[src/rtl/led_matrix_scanner.sv]
// 8x8 LED matrix scan engine: row multiplexing, inter-row blanking, 8-level PWM.
// Define LED_MATRIX_DOUBLE_BUFFER_EN for front/back buffers with frame-boundary swap.
module led_matrix_scanner #(
    parameter int DIV_LOG2 = 13,
    parameter int BLANK    = 64
) (
    input  logic       clk,
    input  logic       reset,
    input  logic       wr_en,
    input  logic [2:0] wr_row,
    input  logic [7:0] wr_data,
    input  logic       swap_req,
    output logic       swap_done,
    input  logic [2:0] bright,
    output logic [7:0] rows,
    output logic [7:0] cols
);

    localparam logic [DIV_LOG2-1:0] TICK_MAX = {DIV_LOG2{1'b1}};
    localparam logic [DIV_LOG2-1:0] BLANK_T  = DIV_LOG2'(BLANK);

    logic [DIV_LOG2-1:0] tick;
    logic [2:0]          row_idx;
    logic [2:0]          bright_q;
    logic [2:0]          slice;
    logic                lit;
    logic [7:0]          front_row;

    assign slice = tick[DIV_LOG2-1 -: 3];

    always_comb begin
        lit = (tick >= BLANK_T) && (slice <= bright_q);
    end

    // rows and cols are forced dark together so no partial pattern is ever driven
    always_ff @(posedge clk or posedge reset) begin
        if (reset) begin
            tick     <= '0;
            row_idx  <= '0;
            bright_q <= '0;
            rows     <= '0;
            cols     <= '0;
        end else begin
            // NOTE: non-blocking assignments so every register samples pre-edge values.
            tick <= tick + 1'b1;
            if (tick == TICK_MAX)
                row_idx <= row_idx + 1'b1;
            if (tick == '0)
                bright_q <= bright;
            rows <= lit ? (8'd1 << row_idx) : 8'h00;
            cols <= lit ? front_row : 8'h00;
        end
    end

`ifdef LED_MATRIX_DOUBLE_BUFFER_EN
    logic [7:0] frame_buf [2][8];
    logic       sel;
    logic       pending;
    logic       last_cycle;
    logic       do_swap;

    // sel names the displayed buffer; the other one takes writes
    assign last_cycle = (row_idx == 3'd7) && (tick == TICK_MAX);
    assign do_swap    = last_cycle && (pending || swap_req);
    assign front_row  = frame_buf[sel][row_idx];

    always_ff @(posedge clk or posedge reset) begin
        if (reset) begin
            // NOTE: the frame buffers are reset so the display starts blank; this keeps them in flops.
            for (int b = 0; b < 2; b++)
                for (int r = 0; r < 8; r++)
                    frame_buf[b][r] <= '0;
            sel       <= 1'b0;
            pending   <= 1'b0;
            swap_done <= 1'b0;
        end else begin
            if (wr_en)
                frame_buf[~sel][wr_row] <= wr_data;
            swap_done <= do_swap;
            if (do_swap) begin
                sel     <= ~sel;
                pending <= 1'b0;
            end else if (swap_req) begin
                pending <= 1'b1;
            end
        end
    end
`else
    logic [7:0] frame_buf [8];

    assign front_row = frame_buf[row_idx];

    always_ff @(posedge clk or posedge reset) begin
        if (reset) begin
            for (int r = 0; r < 8; r++)
                frame_buf[r] <= '0;
            swap_done <= 1'b0;
        end else begin
            if (wr_en)
                frame_buf[wr_row] <= wr_data;
            swap_done <= swap_req;
        end
    end
`endif

endmodule

[config.mk]
export PLATFORM = sky130hd
export DESIGN_NAME = led_matrix_scanner
export DESIGN_NICKNAME = d
export VERILOG_FILES = /design/src/rtl/led_matrix_scanner.sv
export SDC_FILE = /design/constraint.sdc
export NUM_CORES = 1
export LEC_CHECK = 0
export CAP_MARGIN = 30
export CORE_ASPECT_RATIO = 1.4
export CORE_UTILIZATION = 58
export DETAILED_ROUTE_END_ITERATION = 12
export GPL_ROUTABILITY_DRIVEN = 0
export HOLD_SLACK_MARGIN = 0.15
export PLACE_DENSITY_LB_ADDON = 0.05
export SYNTH_ARGS = -nofsm -noshare
export SYNTH_HDL_FRONTEND = slang
export SYNTH_SLANG_ARGS = --single-unit
[constraint.sdc]
create_clock -name clk -period 4.7 [get_ports clk]
set_input_delay 0.94 -clock clk [delete_from_list [all_inputs] [get_ports clk]]
set_output_delay 0.94 -clock clk [all_outputs]
set_load 0.02 [all_outputs]
==> results_tabular.tex <==
\begin{tabular}{lr}
\hline
Metric & Value \\
\hline
\multicolumn{2}{l}{\textbf{Synth}} \\
Net count after synthesis & 326 \\
Synthesis-stage register bit count & 100 \\
Warnings from Yosys & 0 \\
Predominant post-synthesis flop cell & dfrtp\_1 \\
Seq/Total Area, Yosys & 55.9\% \\
Cell Area, Synth & 4480 um\^{}2 \\
Post-synth ARST share & 100\% \\
Number of instances in the synthesized netlist & between 200 and 300 \\
Number of synthesized flops with an enable pin & 0 \\
Per-instance average area after synthesis & approximately 15 um\^{}2 \\
Cell variety after synth & 31 \\
\multicolumn{2}{l}{\textbf{STA}} \\
Tightest Pin Transition & 0.916 ns \\
Worst Clk Skew & 0.0122 ns \\
Highest Clock Rate & 391 MHz \\
Max-slew headroom & between 30\% and 40\% \\
Max Slew Vio Count & 0 \\
Final worst path period share & around 54\% \\
Setup tns final & 0 ns \\
Min Tclk post-route & approximately 2.6 ns \\
Hold Vio Cnt, Final & 0 \\
Number of failing setup endpoints in the final timing report & 0 \\
RSZ-0062 raised after global routing & no \\
Worst hold slack & around 0.5 ns \\
\multicolumn{2}{l}{\textbf{Clocking}} \\
Cts hold-fix bufs & 0 \\
Num Clock Sinks & 100 \\
Clock buffer depth & 2 \\
Number of clock buffers inserted by TritonCTS & 9 \\
Clock H-tree levels & 3 \\
CTS tree & built \\
Number of post-CTS setup repair buffers & 0 \\
Clock tree root buffer cell & clkbuf\_8 \\
CTS-repair resized insts & 0 \\
Clock insertion delay at the later pin of the skew report & 0.36 ns \\
CTS clk-pin slew, worst paths & 0.10 ns \\
\multicolumn{2}{l}{\textbf{Drt}} \\
1st-iter DRT viols & 131 \\
DR WL/cell & 17.9 um \\
Met2 routed WL & 4070 um \\
DRT met1 WL & between 3000 and 4000 um \\
Highest metal layer used by the detailed router & met4 \\
Initial DRT Pass Iterations & 4 \\
Drt via density & 5.76 \\
Total Wirelength & between 7000 and 8000 um \\
Total via count after detailed routing & 2501 \\
Final antenna-violating net count & 0 \\
Routed length on met3 & a little over 200 um \\
Remaining DRCs & 0 \\
\multicolumn{2}{l}{\textbf{Critical path}} \\
Worst path buffer plus inverter count & 1 \\
Cell at the slowest stage of the critical path & nor3b\_2 \\
Slack of the worst reg-to-reg path & roughly 2.9 ns \\
Max incr delay on CP & 0.72 ns \\
Arrival time of the worst setup path & between 2 and 3 ns \\
Kind of start point of the critical path & primary input \\
Peak fanout along the critical path & 8 \\
Start-to-end type of the worst setup path & primary input to flop \\
Crit-path cells & clkdlybuf4s50\_1 -> nand2b\_2 -> nor3b\_2 -> mux2\_2 \\
Capturing element type of the critical path & flop \\
Data required time of the critical path & 4.95 ns \\
Category of cells accounting for the largest share of critical-path delay & simple AND/OR/NAND/NOR gates \\
\multicolumn{2}{l}{\textbf{Floorplanning}} \\
Number of placement rows & 37 \\
Height of the die & 106 um \\
Area of the placeable core & 7410 um\^{}2 \\
Die Outline Area & 8080 um\^{}2 \\
Initial standard-cell utilization of the core & 60.4\% \\
Number of placed I/O pins & 35 \\
Die boundary width & 76.2 um \\
\multicolumn{2}{l}{\textbf{Placed design}} \\
Placed standard-cell area & about 5000 um\^{}2 \\
Final HPWL from detailed placement & 5110 um \\
Quantity of I/O buffers inserted on ports & 34 \\
\multicolumn{2}{l}{\textbf{Global routing}} \\
Vias in the first global route & 2616 \\
Total global routing overflow & 0 \\
Wire length of the first global-routing pass & 13200 um \\
Total global-route track usage & a little over a fifth \\
Pin count of the biggest net entering global routing & 76 \\
Number of antenna violations at the first check in global routing & 0 \\
\multicolumn{2}{l}{\textbf{Power}} \\
Worst supply voltage drop on vdd & 0.213 mV \\
Total power divided by cell area & 360 nW/um\^{}2 \\
Total leakage power & 0.00213 uW \\
\multicolumn{2}{l}{\textbf{Cells and area}} \\
Number of filler instances in the final layout & 549 \\
Cell area after layout & 5110 um\^{}2 \\
Most common library cell in the layout ignoring fill and taps & dfrtp\_1 \\
ANT cells & 0 \\
Proportion of layout cells with a drive suffix above 1 & 33.2\% \\
Commonest cells after routing, fill and taps aside & dfrtp\_1 (100), mux2\_2 (67), clkdlybuf4s50\_1 (34) \\
Final net count & 361 \\
Area growth from synthesis to final layout & 14.2\% \\
\multicolumn{2}{l}{\textbf{Worst hold path}} \\
Type of the worst min-delay path & flop to flop \\
\multicolumn{2}{l}{\textbf{Run status}} \\
Status & complete, no violations \\
\multicolumn{2}{l}{\textbf{Flow run}} \\
Number of max-capacitance violations reported & 0 \\
\hline
\end{tabular}
[kinds of logic after synthesis]
group                    count (synthesis)  synth area share [%]
AND/OR/NAND/NOR                         33                  5.51
XOR/XNOR                                12                  2.35
buffers and inverters                   30                  2.71
AO/OA/AOI/OAI                           18                  3.19
multiplexers                            93                  27.3
adder cells (fa/ha/maj)                 11                  3.08
flip-flops                             100                  55.9
[state kept, by name, summed over array words and instances, names as in the netlist]
name       count
tick          13
bright_q       3
frame_buf     64
row_idx        3
rows           8
swap_done      1
cols           8
[worst reg2reg max path: stages (launching register included)]
cell,delay [ns]
dfrtp_1,0.42
inv_1,0.13
ha_1,0.15
inv_1,0.04
a211o_1,0.48
a2111oi_0,0.49
[routing by layer]
metal / GRT usage [%] / vias to the layer above
met1: 28.6 / 1281
met2: 37.1 / 40
met4: 8.24 / 0
met5: 0 / -
li1: - / 1169
met3: 2.75 / 11
[power breakdown]
part | internal, uW | switching (uW) | total [uW] | leakage, uW
registers | 982 | 58.9 | 1040 | 0.00125
logic | 153 | 84.9 | 238 | 0.000784
clock network | 254 | 309 | 563 | 0.0000984
[final timing paths]
check | endpoint | cells past startpoint | startpoint
setup / recovery | frame_buf[31] | 4 | wr_row[0]
max in group asynchronous | tick[12] | 3 | reset
min in group asynchronous | swap_done | 2 | reset
hold / removal | frame_buf[7] | 1 | frame_buf[7]
setup reg to reg | rows[6] | 5 | tick[10]
hold reg to reg | frame_buf[7] | 1 | frame_buf[7]
[stage by stage]
| step | utilization (%) | setup WS [ns] | total power [uW] | cells |
|---|---|---|---|---|
| finish | 69.0 | 2.14 | 1840 | 434 |
| detailed placement | 66.2 | 1.74 | 1300 | 418 |
| global placement | 66.1 | 1.77 | 1280 | 417 |
| floorplan | - | 1.14 | 1230 | 297 |
| global route | 69.0 | 2.06 | 1930 | 434 |
| CTS | 69.0 | 2.12 | 1850 | 434 |
[synthesized netlist by cell type, types with 2 or more instances]
| master | n | area share [%] |
|---|---|---|
| a2111oi_0 | 6 | 1.2 |
| a211oi_1 | 10 | 1.7 |
| buf_4 | 2 | 0.34 |
| clkbuf_1 | 10 | 0.84 |
| dfrtp_1 | 100 | 56 |
| ha_1 | 11 | 3.1 |
| inv_1 | 17 | 1.4 |
| mux2_2 | 67 | 17 |
| mux2i_1 | 9 | 2.0 |
| mux4_2 | 16 | 8.1 |
| nand2_1 | 4 | 0.34 |
| nand4_1 | 5 | 0.70 |
| nand4b_1 | 3 | 0.59 |
| nor2_1 | 3 | 0.25 |
| nor3_1 | 4 | 0.45 |
| nor3_2 | 2 | 0.45 |
| nor3b_2 | 2 | 0.56 |
| nor4_1 | 3 | 0.42 |
| xnor2_1 | 8 | 1.6 |
| xor2_1 | 4 | 0.78 |
[layout make-up]
cell class                      count  area (um^2)  area share (%)
Sequential cell                   100         2500            49.0
Multi-Input combinational cell    167         1850            36.2
Timing Repair Buffer               37          363            7.10
Clock buffer                        9          124            2.42
Tap cell                           97          121            2.37
Clock inverter                      7         82.6            1.62
Inverter                           17         66.3            1.30
Power figures use the tool's default switching activity.
